File: src/rtl/rom_fetch_unit.sv
// ---------------------------------------------------------------------------
// rom_fetch_unit
//   Instruction-byte prefetcher sitting between the 8051 program ROM
//   (16-bit address, one-cycle registered read) and the decoder.
//   The fetch PC drives the ROM address directly. A one-deep "inflight"
//   stage absorbs the ROM read latency. Returned bytes are queued together
//   with their addresses and handed to the decoder over valid/ready.
//   A redirect flushes queued and in-flight bytes and restarts fetch at the
//   new address.
//
// Optional feature macro: FETCH_STATS_EN
//   defined   -> discard_count counts bytes thrown away by redirects
//                (saturating, cleared only by reset)
//   undefined -> discard_count is tied to zero
//
// Ports
//   clock          in   1   clock, all state updates on posedge
//   reset          in   1   asynchronous active-high reset
//   rom_addr       out  16  ROM address (registered fetch PC)
//   rom_data       in   8   ROM data, valid the cycle after an issue
//   fetch_en       in   1   0 = stop issuing new reads
//   redirect_valid in   1   flush and restart at redirect_addr
//   redirect_addr  in   16  restart address
//   out_valid      out  1   head of queue holds a byte
//   out_byte       out  8   head byte
//   out_pc         out  16  address of head byte
//   out_ready      in   1   decoder takes head when out_valid & out_ready
//   discard_count  out  16  bytes flushed by redirects (see macro above)
// ---------------------------------------------------------------------------
module rom_fetch_unit #(
    parameter int unsigned FIFO_DEPTH = 4,
    parameter logic [15:0] RESET_PC   = 16'h0000
) (
    input  logic        clock,
    input  logic        reset,
    output logic [15:0] rom_addr,
    input  logic [7:0]  rom_data,
    input  logic        fetch_en,
    input  logic        redirect_valid,
    input  logic [15:0] redirect_addr,
    output logic        out_valid,
    output logic [7:0]  out_byte,
    output logic [15:0] out_pc,
    input  logic        out_ready,
    output logic [15:0] discard_count
);

    localparam int unsigned PW = (FIFO_DEPTH > 1) ? $clog2(FIFO_DEPTH) : 1;
    localparam int unsigned CW = PW + 1;

    typedef struct packed {
        logic [15:0] pc;
        logic [7:0]  data;
    } entry_t;

    entry_t [FIFO_DEPTH-1:0] mem_q;
    logic [PW-1:0]           rd_ptr_q, wr_ptr_q;
    logic [CW-1:0]           count_q, count_d;
    logic [15:0]             fetch_pc_q, fetch_pc_d;
    logic                    inflight_q, inflight_d;
    logic [15:0]             inflight_pc_q, inflight_pc_d;
    logic                    push, pop, issue;
    logic [CW:0]             credit_used;

    // Queue slots already claimed: stored bytes plus the one still in the ROM.
    // Issuing only while this is below the depth guarantees every landing
    // byte has a free slot, so push never needs a full check.
    assign credit_used = {1'b0, count_q} + (CW+1)'(inflight_q);
    assign push        = inflight_q;
    assign pop         = out_valid & out_ready;
    assign issue       = fetch_en & ~redirect_valid
                       & (credit_used < (CW+1)'(FIFO_DEPTH));

    always_comb begin
        fetch_pc_d    = fetch_pc_q;
        inflight_d    = 1'b0;
        inflight_pc_d = inflight_pc_q;
        count_d       = count_q;
        if (redirect_valid) begin
            // Redirect wins over push/pop/issue; the landing byte is dropped.
            fetch_pc_d = redirect_addr;
            count_d    = '0;
        end else begin
            count_d = count_q + CW'(push) - CW'(pop);
            if (issue) begin
                inflight_d    = 1'b1;
                inflight_pc_d = fetch_pc_q;
                fetch_pc_d    = fetch_pc_q + 16'd1;  // wraps FFFF -> 0000
            end
        end
    end

    always_ff @(posedge clock or posedge reset) begin
        if (reset) begin
            mem_q         <= '0;
            rd_ptr_q      <= '0;
            wr_ptr_q      <= '0;
            count_q       <= '0;
            fetch_pc_q    <= RESET_PC;
            inflight_q    <= 1'b0;
            inflight_pc_q <= '0;
        end else begin
            fetch_pc_q    <= fetch_pc_d;
            inflight_q    <= inflight_d;
            inflight_pc_q <= inflight_pc_d;
            count_q       <= count_d;
            if (redirect_valid) begin
                rd_ptr_q <= '0;
                wr_ptr_q <= '0;
            end else begin
                if (push) begin
                    mem_q[wr_ptr_q] <= '{pc: inflight_pc_q, data: rom_data};
                    wr_ptr_q        <= wr_ptr_q + PW'(1);
                end
                if (pop) begin
                    rd_ptr_q <= rd_ptr_q + PW'(1);
                end
            end
        end
    end

    assign rom_addr  = fetch_pc_q;
    assign out_valid = (count_q != '0);
    // When empty the head slot just shows stale contents.
    assign out_byte  = mem_q[rd_ptr_q].data;
    assign out_pc    = mem_q[rd_ptr_q].pc;

`ifdef FETCH_STATS_EN
    logic [15:0] discard_q, discard_d;
    logic [CW:0] flushed;
    logic [16:0] disc_sum;

    // A byte popped in the redirect cycle counts as consumed, not flushed.
    assign flushed  = {1'b0, count_q} - (CW+1)'(pop) + (CW+1)'(inflight_q);
    assign disc_sum = {1'b0, discard_q} + 17'(flushed);

    always_comb begin
        discard_d = discard_q;
        if (redirect_valid) begin
            discard_d = disc_sum[16] ? 16'hFFFF : disc_sum[15:0];
        end
    end

    always_ff @(posedge clock or posedge reset) begin
        if (reset) begin
            discard_q <= '0;
        end else begin
            discard_q <= discard_d;
        end
    end

    assign discard_count = discard_q;
`else
    assign discard_count = 16'h0000;
`endif

endmodule

File: config.mk
export PLATFORM = sky130hd
export DESIGN_NAME = rom_fetch_unit
export DESIGN_NICKNAME = d
export VERILOG_FILES = /design/src/rtl/rom_fetch_unit.sv
export SDC_FILE = /design/constraint.sdc
export NUM_CORES = 1
export LEC_CHECK = 0
export BUFFER_PORTS_ARGS = -buffer_cell sky130_fd_sc_hd__buf_2
export CAP_MARGIN = 20
export CORE_ASPECT_RATIO = 0.75
export CORE_UTILIZATION = 36
export CTS_BUF_LIST = sky130_fd_sc_hd__clkbuf_4
export CTS_CLUSTER_DIAMETER = 200
export DETAILED_ROUTE_END_ITERATION = 6
export GPL_TIMING_DRIVEN = 0
export MAX_ROUTING_LAYER = met4
export SYNTH_ARGS = -nofsm -noshare
export SYNTH_HDL_FRONTEND = slang
export SYNTH_SLANG_ARGS = --single-unit
File: constraint.sdc
create_clock -name clock -period 4.35 [get_ports clock]
set_input_delay 0.435 -clock clock [delete_from_list [all_inputs] [get_ports clock]]
set_output_delay 0.435 -clock clock [all_outputs]
set_load 0.01 [all_outputs]
Word level (Yosys, flattened, before mapping)
Index checks and enable logic that the tools add are counted.
- bits in registers: 136
- input bits: 29
- output and inout bits: 57
- word-level logic and storage cells: 49
- add/sub/neg operators: 6
- $lt $le $gt $ge: 4
- mux-type cells: 14
- bitwise logic cells: 4
- reductions and logical operators: 7
- operators by type and width (kind ; count):
    $bwmux W96 ; 1
    $bmux W24 S2 ; 1
    $demux W24 S2 ; 1
    $mux W24 ; 2
    $mux W16 ; 2
    $add A16 B1 Y16 const B ; 1
    $mux W2 ; 4
    $lt A2 B3 Y1 const B ; 2
    $reduce_bool A2 Y1 ; 3
    $add A2 B1 Y2 const B ; 2
    $add A3 B1 Y4 ; 1
    $lt A4 B3 Y1 const B ; 1
    $reduce_and A2 Y1 ; 2
    $add A3 B1 Y3 ; 1
    $and A1 B1 Y1 ; 3
    $mux W3 ; 1
    $reduce_bool A3 Y1 ; 1
    $sub A3 B1 Y3 ; 1
    $ge A2 B1 Y1 const B ; 1
    $mux W1 ; 2
    $logic_and A1 B1 Y1 ; 1
    $not A1 Y1 ; 1

Longest topological paths before layout
Gate-level depths: netlist (run 1).
- word-level depth: 5
- gate-level depth with buffers: 9
- depth with buffers taken out: 9

Worst setup path before layout (run 1)
OpenSTA, ideal clock, no wires.
- path kind: flip-flop to flip-flop
- start point: register count_q[1]
- end point: register count_q[2]
- setup time: 0.132 ns
- data arrival time: 2.087 ns
- data required time: 4.218 ns
- setup slack: 2.131 ns
- stages on the path, launching flop included: 10
- path buffers: 0
- period minus slack after synthesis: 2.219 ns
- path through: dfrtp_1 -> or3_1 -> and2_1 -> ha_1 -> inv_1 -> ha_1 -> inv_1 -> fa_1 -> xnor2_1 -> nor2_1
- cells in the longest elaborated chain, start to end: 4
- elaborated cells on any way between the ends: 5
- those cells by class: 2 x add/sub; 1 x mux; 1 x bitwise; 1 x reduce/logical
- RTL lines (item ; RTL line ; RTL):
    start, declared ; 58 ; logic [CW-1:0] count_q, count_d;
    start signal, assigned ; 106 ; count_q <= count_d;
    $reduce_bool A3 Y1 ; 123 ; assign out_valid = (count_q != '0);
    via out_valid ; 41 ; output logic out_valid,
    $and A1 B1 Y1 ; 70 ; assign pop = out_valid & out_ready;
    $sub A3 B1 Y3 ; 84 ; count_d = count_q + CW'(push) - CW'(pop);
    $mux W3 ; 79 ; if (redirect_valid) begin
    via count_d[2] ; 58 ;
The timed path passes the listed nets, and every way through them passes these cells.
A chain may end at the register's enable or synchronous reset.

Final worst setup path (run 1)
- start point: register rd_ptr_q[1]
- end point: output port out_pc[14]
- cells in the longest elaborated chain, start to end: 2
- RTL lines (item ; RTL line ; RTL):
    start, declared ; 57 ; logic [PW-1:0] rd_ptr_q, wr_ptr_q;
    start signal, assigned ; 116 ; rd_ptr_q <= rd_ptr_q + PW'(1);
    $bmux W24 S2 ; 126 ; assign out_pc = mem_q[rd_ptr_q].pc;
    $mux W24 (implied by the code) ; 126 ;
    end, declared ; 43 ; output logic [15:0] out_pc,
No other way between the ends. The select of a mux whose other input is x is not followed.

==> results.tsv, run 1 <==
metric	value	unit
run status	finished clean	
worst r2r src	count_q[1]$_DFF_PP0_	
Mapped Area	6290	µm²
final setup margin	1450	ps
initial antenna violation count	0	
EDFF count, synth	0	
IO Pins	86	
post-synthesis register bit count	136	
worst-margin pin slew	792	ps
element type at the critical path end	output port	
Critical Path RT	3910	ps
drt total wl	13500	µm
Max-Cap Viols	0	
first-pass GRT wire length	21700	µm
first drt pass iteration count	5	
H-tree levels	4	
clk buf depth	2	
core area	16900	µm²
# nets final	575	
Worst setup startpoint	rd_ptr_q[1]$_DFFE_PP0P_	
latest clock arrival within the worst-skew pair	490	ps
leakage	3.47	nW
Tmin final	2900	ps
Routed wire per std cell	17.7	µm
clock sinks	136	
Final period util	0.666	
share of cells above drive strength 1	0.485	
Die Area	18000	µm²
dpl ws	1960	ps
Seq/Total Area, Yosys	0.541	
Die X	155	µm
Slew HR	0.472	
leading cell type in the layout, fill and taps excluded	dfrtp_1	
fmax	345	MHz
RePlAce Congestion	0.844	
Syn Area/Cell	14.5	µm²
clock root cell	clkbuf_4	
total grt overflow	0	
crit path DAT	2460	ps
vias in the first global route	3950	
drt via density	4.98	
crit path to	out_pc[14]	
count of buffers from port buffering	68	
post-route setup TNS	0	ps
CTS tree	built	
Reg-to-Reg End	count_q[2]$_DFF_PP0_	
die height	116	µm
diode count	0	
Most used DFF post-synth	dfrtp_1	
largest net degree at the start of global routing	81	
Tot GR Track Use	0.165	
Hold Buf Count CTS	1	
r2r setup slk	2010	ps
post-cts sizing count	0	
vias	3807	
power per cell area	540	nW/µm²
area grow syn2layout	15.6	%
ys async rst share	1.00	
detailed placement HPWL	9680	µm
worst min path class	in2reg	
Util after Layout	0.429	
Slew Limit Fails	0	
Cells after Synth	433	
non-filler instance count after layout	764	
crit path max fanout	10	
Clock Skew	17.1	ps
Worst setup SP type	flop	
drt drc	0	
count of different cell masters after synthesis	40	
starting density of the core	0.371	
DP Cell Count	732	
FP Rows	41	
antenna-violating nets left	0	
Final Hold Viols	0	
Setup Fix Bufs, Post-CTS	0	
peak supply drop	250	µV
Ys Warns	0	
Setup violations, final	0	
RSZ-0062 raised after global routing	no	
most frequent cells in the layout	dfrtp_1 (136), mux2_2 (105), buf_2 (71)	
r2r worst-path depth	9	
Clk pin slew, worst setup/hold paths	120	ps
number of buffers created by CTS	17	
initial detailed-routing violation count	165	
crit path kind	reg2out	
## where the power goes
| part | switching (mW) | internal, mW |
|---|---|---|
| registers | 0.260 | 1.60 |
| logic | 0.543 | 0.726 |
| clock network | 0.451 | 0.349 |
## final cells by class
cell class              instances  area (µm²)
clock buffers                  19         143
flip-flops and latches        136        3400
repair buffers                 70         378
inverters                       7        31.3
plain buffers                  38         239
multi-input cells             267        2680
fillers                      1573        9660
clock inverters                12         130
well taps                     215         269
## synthesized netlist by cell type, drive strengths merged, types with 2 or more instances
library cell	instances	area [µm²]
and2	4	25.0
and3	2	12.5
and4	2	17.5
buf	26	193
clkbuf	12	46.3
dfrtp	136	3400
ha	8	100
inv	7	26.3
mux2	114	1320
mux2i	2	20.0
mux4	24	541
nand2	27	109
nand3	4	25.0
nand4	6	37.5
nor2	8	30.0
nor2b	2	12.5
nor3	3	15.0
nor4	3	18.8
nor4b	2	17.5
o21ai	14	70.1
xnor2	12	105
xor2	6	52.6
## cells by family after synthesis
| logic type | after synthesis | share of synthesized area |
|---|---|---|
| other | 1 | 0.000596 |
| muxes | 140 | 0.299 |
| buffers and inverters | 45 | 0.0422 |
| adders and majority gates | 9 | 0.0191 |
| AOI/OAI and AO/OA | 17 | 0.0175 |
| xor gates and xnor gates | 18 | 0.0251 |
| and+or+nand+nor | 67 | 0.0555 |
| DFF | 136 | 0.541 |
## worst min path at each step
stage                          start                       end  slack [ps]  cells past startpoint
2_1_floorplan  mem_q[67]$_DFFE_PP0P_     mem_q[67]$_DFFE_PP0P_         470                      1
3_3_place_gp   mem_q[52]$_DFFE_PP0P_     mem_q[52]$_DFFE_PP0P_         480                      1
3_5_place_dp   mem_q[58]$_DFFE_PP0P_     mem_q[58]$_DFFE_PP0P_         490                      1
4_1_cts             redirect_addr[9]   rom_addr[9]$_DFFE_PP0P_          90                      3
5_1_grt            redirect_addr[10]  rom_addr[10]$_DFFE_PP0P_         110                      3
6_report            redirect_addr[9]   rom_addr[9]$_DFFE_PP0P_         140                      3
## per-layer routing
layer / part of all wire / up-vias / track usage
met3: 0.029 / 9 / 0.0286
li1: - / 1742 / -
met2: 0.46 / 87 / 0.252
met5: 0 / - / -
met1: 0.50 / 1969 / 0.227
met4: 0.0073 / 0 / 0.0488
## registers in the layout (all words and copies together) (netlist names)
register / flops
rom_addr: 16
count_q: 3
rd_ptr_q: 2
inflight_pc_q: 16
mem_q: 96
inflight_q: 1
wr_ptr_q: 2
## metrics by stage
stage,cell area (µm²),hold slack [ps],power [mW]
floorplan,6340,474,2.72
global placement,6950,481,3.11
detailed placement,6990,489,3.18
CTS,7270,94.7,3.98
global route,7270,114,4.17
finish,7270,135,3.93
## worst max-delay path: stages, from the launching register on
cell	delay [ps]
dfrtp_1	340
clkbuf_1	380
clkbuf_1	630
mux4_2	450
buf_2	170
(Power assumes the default switching activity.)
==> inputs of run 2 (changes only) <==
==> constraint.sdc (replaced) <==
create_clock -name clock -period 2.95 [get_ports clock]
set_input_delay 0.295 -clock clock [delete_from_list [all_inputs] [get_ports clock]]
set_output_delay 0.295 -clock clock [all_outputs]
set_load 0.01 [all_outputs]
==> run 2 against run 1 <==
Critical path depth is the same. Sequential share of layout area shrank 2.1 points. Global-route usage grew 0.97 points. Via count up 2.2%. Utilization increased by 2.0 points. Worst setup slack lost 1200 ps. Register-to-register slack worse by 1400 ps. Final area rose by 4.7%. Clock power rose by 83%. Clock-buffer cell count decreased by 1. Total power rose by 55%. Critical endpoint is now out_pc[5]. Largest cell class unchanged.
==> results.tsv, run 2 (synthesized netlist as in run 1, its figures left out) <==
metric	value	unit	change
clock root cell	clkbuf_4		
initial antenna violation count	1		+1
IO Pins	86		unchanged
Die X	155	µm	unchanged
crit path kind	reg2out		
core area	16900	µm²	unchanged
starting density of the core	0.371		unchanged
vias	3891		+2.2%
Final period util	0.907		
Critical Path RT	2650	ps	-1260 ps
# nets final	601		+4.5%
worst min path class	in2reg		
share of cells above drive strength 1	0.467		-0.0175
largest net degree at the start of global routing	44		-46%
most frequent CP cell	clkbuf_1		
worst-margin pin slew	764	ps	-28.4 ps
Final Hold Viols	0		unchanged
drt total wl	14000	µm	+3.5%
Largest register FFs	96		unchanged
crit path max fanout	10		unchanged
Tmin final	2680	ps	
Max-Cap Viols	0		unchanged
run status	finished clean		
fmax	374	MHz	
antenna-violating nets left	0		unchanged
Largest Register	mem_q		
RePlAce Congestion	0.742		-12%
CTS tree	built		
leakage	3.62	nW	+4.3%
drt drc	0		unchanged
crit path DAT	2380	ps	-80 ps
leading cell type in the layout, fill and taps excluded	dfrtp_1		
area grow syn2layout	21.0	%	
number of buffers created by CTS	17		unchanged
Slew HR	0.491		+0.0189
Clock Skew	25.0	ps	+7.87 ps
total grt overflow	0		unchanged
detailed placement HPWL	9790	µm	+1.1%
Die Area	18000	µm²	unchanged
peak supply drop	327	µV	+30%
clock sinks	136		unchanged
Setup violations, final	0		unchanged
initial detailed-routing violation count	175		+6.1%
dpl ws	672	ps	-1280 ps
die height	116	µm	unchanged
Routed wire per std cell	17.7	µm	-0.18%
Slew Limit Fails	0		unchanged
Worst setup SP type	flop		
H-tree levels	4		unchanged
first drt pass iteration count	4		-1
slowest stage delay, CP	550	ps	-80 ps
RSZ-0062 raised after global routing	no		
vias in the first global route	4093		+3.6%
Design Power	6.09	mW	+55%
CP max-delay cell	clkbuf_1		
element type at the critical path end	output port		
drt via density	4.91		-1.4%
Clk pin slew, worst setup/hold paths	120	ps	about the same
most frequent cells in the layout	dfrtp_1 (136), mux2_2 (105), buf_2 (71)		
final setup margin	274	ps	-1180 ps
clk buf depth	2		unchanged
Tot GR Track Use	0.175		+0.00968
latest clock arrival within the worst-skew pair	560	ps	+70 ps
final instance area	7610	µm²	+4.7%
power per cell area	800	nW/µm²	+48%
FP Rows	41		unchanged
first-pass GRT wire length	22500	µm	+4.1%
count of buffers from port buffering	68		unchanged
cells along the critical path	clkbuf_1, clkbuf_1, mux4_2, buf_2		
M3 GR Usage	0.0501		+0.0215
GR peak layer	met2		
DP Area	7020	µm²	+0.45%
post-route setup TNS	0	ps	unchanged
M1 GR Usage	0.220		-0.00682
GR Util met2	0.278		+0.0259
[run 2: cell count changes in the layout (fill, tap and decap cells not counted), sizes merged]
| cell | previous run | this run |
|---|---|---|
| buf | 95 | 97 |
| bufinv | 2 | 5 |
| clkbuf | 31 | 30 |
| clkinv | 6 | 5 |
| diode | 0 | 1 |
| dlygate4sd3 | 1 | 25 |
[run 2: cell type report]
cell class	count	area, µm²
timing repair buffer	96	651
clock inverter	14	204
sequential	136	3400
inverter	7	30.0
tap	215	269
fill	1559	9320
buffer	38	240
clock buffer	18	135
antenna	1	2.50
multi-input combinational	267	2680
[run 2: worst max-delay path, delay by kind of cell (launching register included)]
kind	cells	cell delay, ps
buf+inv	3	1070
flops	1	340
mux	1	420
[run 2: routing by layer]
| metal | vias up | share of wire |
|---|---|---|
| met4 | 0 | 0.013 |
| met2 | 70 | 0.49 |
| met5 | - | 0 |
| met3 | 15 | 0.035 |
| met1 | 2006 | 0.47 |
| li1 | 1800 | - |
[run 2: timing repair]
item,4_1_cts,5_1_grt
setup endpoints to repair,0,4
setup buffers,0,0
hold buffers,25,0
resized for setup,0,2
endpoints found under the hold margin,67,0
[run 2: path summary, 6_finish.rpt]
| path | end | cells after the start | start | slack [ps] |
|---|---|---|---|---|
| setup / recovery | out_pc[5] | 4 | rd_ptr_q[1]$_DFFE_PP0P_ | 270 |
| hold / removal | rd_ptr_q[0]$_DFFE_PP0P_ | 4 | out_ready | 200 |
| setup reg to reg | count_q[2]$_DFF_PP0_ | 9 | count_q[1]$_DFF_PP0_ | 640 |
| hold reg to reg | mem_q[78]$_DFFE_PP0P_ | 1 | mem_q[78]$_DFFE_PP0P_ | 510 |
| max in group asynchronous | mem_q[66]$_DFFE_PP0P_ | 5 | reset | 1800 |
| min in group asynchronous | count_q[0]$_DFF_PP0_ | 3 | reset | 310 |
[run 2: where the power goes]
group | total (mW) | switching [mW] | internal, mW
Sequential | 2.73 | 0.375 | 2.36
Clock | 1.46 | 0.703 | 0.758
Combinational | 1.90 | 0.800 | 1.10
Total | 6.09 | 1.88 | 4.21
[run 2: stage by stage]
step | util | hold slack (ps) | instances
final | 0.450 | 197 | 792
after global routing | 0.450 | 146 | 792
after CTS | 0.449 | 151 | 791
after detailed placement | 0.414 | 366 | 734
after global placement | 0.411 | 481 | 731
after floorplan | - | 416 | 448
==> inputs of run 3 (changes only) <==
--- a/config.mk
+++ b/config.mk
@@ -8,12 +8,13 @@
 export BUFFER_PORTS_ARGS = -buffer_cell sky130_fd_sc_hd__buf_2
 export CAP_MARGIN = 20
 export CORE_ASPECT_RATIO = 0.75
-export CORE_UTILIZATION = 36
+export CORE_UTILIZATION = 55
 export CTS_BUF_LIST = sky130_fd_sc_hd__clkbuf_4
 export CTS_CLUSTER_DIAMETER = 200
 export DETAILED_ROUTE_END_ITERATION = 6
 export GPL_TIMING_DRIVEN = 0
 export MAX_ROUTING_LAYER = met4
+export PLACE_DENSITY = 0.87
 export SYNTH_ARGS = -nofsm -noshare
 export SYNTH_HDL_FRONTEND = slang
 export SYNTH_SLANG_ARGS = --single-unit
==> run 3 against run 2 <==
The run now ends with design-rule violations left. Via count is 1.5% higher. Combinational power about the same. Final cell count is 10% lower. First-iteration DRC count increased by 10%. Sequential power hardly changed. Clock power down 6%. Worst hold slack got worse by 160 ps. Worst setup slack got worse by 62 ps. Wire length is 7.5% lower. Die area decreased by 34%. Total power shrank 1.5%. Largest power group unchanged.
==> results.tsv, run 3 (synthesized netlist as in run 1, its figures left out) <==
metric	value	unit	change
first-pass GRT wire length	21100	µm	-6.3%
cells along the critical path	clkbuf_1, clkbuf_1, mux4_2, buf_2		
most frequent cells in the layout	dfrtp_1 (136), mux2_2 (105), buf_2 (71)		
CTS tree	built		
Final period util	0.928		+0.0211
r2r setup slk	560	ps	-80 ps
Slew Limit Fails	0		unchanged
Hold Path Depth	2		-2
core area	11000	µm²	-35%
initial antenna violation count	0		-1
Hold Crit Start	rom_data[5]		
Setup violations, final	0		unchanged
clock root cell	clkbuf_4		
Worst setup SP type	flop		
peak supply drop	457	µV	+40%
RSZ-0062 raised after global routing	no		
M1 GR Usage	0.322		+0.101
RePlAce Congestion	0.842		+13%
clock sinks	136		unchanged
initial detailed-routing violation count	193		+10%
drt total wl	13000	µm	-7.5%
count of buffers from port buffering	68		unchanged
Tot GR Track Use	0.249		+0.0737
clk buf depth	2		unchanged
die height	94.6	µm	-19%
crit path kind	reg2out		
Clock Skew	19.5	ps	-5.52 ps
crit path DAT	2440	ps	+60 ps
CP max-delay cell	clkbuf_1		
Tmin final	2740	ps	+62.2 ps
slowest stage delay, CP	630	ps	+80 ps
vias	3948		+1.5%
largest net degree at the start of global routing	46		+4.5%
r2r worst-path depth	9		unchanged
total grt overflow	0		unchanged
Final Hold Viols	0		unchanged
FP Rows	33		-20%
Largest register FFs	96		unchanged
hold endpoint	mem_q[77]$_DFFE_PP0P_		
Reg-to-Reg End	count_q[2]$_DFF_PP0_		
crit path max fanout	10		unchanged
leading cell type in the layout, fill and taps excluded	dfrtp_1		
Critical Path RT	2650	ps	about the same
worst-margin pin slew	764	ps	+0.185 ps
Largest Register	mem_q		
Slew HR	0.491		about the same
GR Util met2	0.387		+0.108
antenna-violating nets left	0		unchanged
# nets final	597		-0.67%
Util after Layout	0.676		+0.226
vias in the first global route	4140		+1.1%
post-cts sizing count	0		unchanged
fmax	365	MHz	-2.3%
Routed wire per std cell	18.2	µm	+2.9%
share of cells above drive strength 1	0.470		+0.00327
post-route setup TNS	0	ps	unchanged
element type at the critical path end	output port		
drt drc	1		+1
first drt pass iteration count	6		+2
diode count	0		-1
failing checks	design-rule violations		
worst min path class	in2reg		
starting density of the core	0.570		+0.199
run status	complete, but fails checks		
M3 GR Usage	0.0584		+0.00826
Die X	125	µm	-19%
detailed placement HPWL	9140	µm	-6.6%
latest clock arrival within the worst-skew pair	540	ps	-20 ps
Max-Cap Viols	0		unchanged
area grow syn2layout	18.5	%	
power per cell area	805	nW/µm²	+0.53%
worst r2r src	count_q[1]$_DFF_PP0_		
GR peak layer	met2		
H-tree levels	4		unchanged
drt via density	5.54		+13%
Die Area	11900	µm²	-34%
most frequent CP cell	clkbuf_1		
leakage	3.60	nW	-0.63%
number of buffers created by CTS	17		unchanged
Filler cells	768		-51%
Clk pin slew, worst setup/hold paths	120	ps	about the same
IO Pins	86		unchanged
==> run 3: how the worst max path moves through the flow <==
stage | cells after the start | startpoint | end | slack [ps]
2_1_floorplan | 9 | count_q[1]$_DFF_PP0_ | count_q[2]$_DFF_PP0_ | 730
6_report | 4 | rd_ptr_q[1]$_DFFE_PP0P_ | out_pc[14] | 210
3_5_place_dp | 9 | count_q[1]$_DFF_PP0_ | count_q[2]$_DFF_PP0_ | 590
3_3_place_gp | 2 | reset | mem_q[15]$_DFFE_PP0P_ | 250
4_1_cts | 4 | rd_ptr_q[1]$_DFFE_PP0P_ | out_pc[14] | 200
5_1_grt | 4 | rd_ptr_q[1]$_DFFE_PP0P_ | out_pc[14] | 140
==> run 3: what timing repair did <==
action                                  in CTS  in global routing
endpoints found under the setup margin       0                  0
hold endpoints to repair                    39                  0
hold buffers                                21                  0
buffers inserted                             0                  0
==> run 3: layer usage <==
layer,up-vias,share of wire
met3,21,0.042
met1,2043,0.46
met4,0,0.017
met5,-,0
met2,102,0.49
li1,1782,-
==> run 3: through the flow <==
| stage | cells | total power [mW] | hold slack (ps) | cell area [µm²] | worst slack, ps |
|---|---|---|---|---|---|
| 6_report | 712 | 6.00 | 37.1 | 7450 | 212 |
| 5_1_grt | 712 | 6.32 | 13.0 | 7450 | 139 |
| 4_1_cts | 712 | 6.03 | 7.12 | 7450 | 196 |
| 3_5_place_dp | 659 | 4.65 | 318 | 6920 | 587 |
| 3_3_place_gp | 656 | 4.52 | 481 | 6860 | 250 |
| 2_1_floorplan | 448 | 4.02 | 416 | 6350 | 731 |
==> run 3: report_power, final <==
group / internal, mW / switching [mW] / total, mW
Clock: 0.688 / 0.678 / 1.37
Sequential: 2.36 / 0.380 / 2.74
Combinational: 1.09 / 0.798 / 1.89
Total: 4.14 / 1.86 / 6.00
==> run 3: final cells by class <==
class	instances	area (µm²)	area share
Buffer	38	239	0.0321
Clock buffer	19	143	0.0191
Clock inverter	13	176	0.0237
Inverter	7	30.0	0.00403
Multi-Input combinational cell	267	2680	0.359
Sequential cell	136	3400	0.457
Tap cell	140	175	0.0235
Timing Repair Buffer	92	611	0.0819
==> run 3: critical path, delay by kind of cell (launching register included) <==
family	cells	cell delay, ps
multiplexers	1	440
flip-flops	1	340
buffers and inverters	3	1120
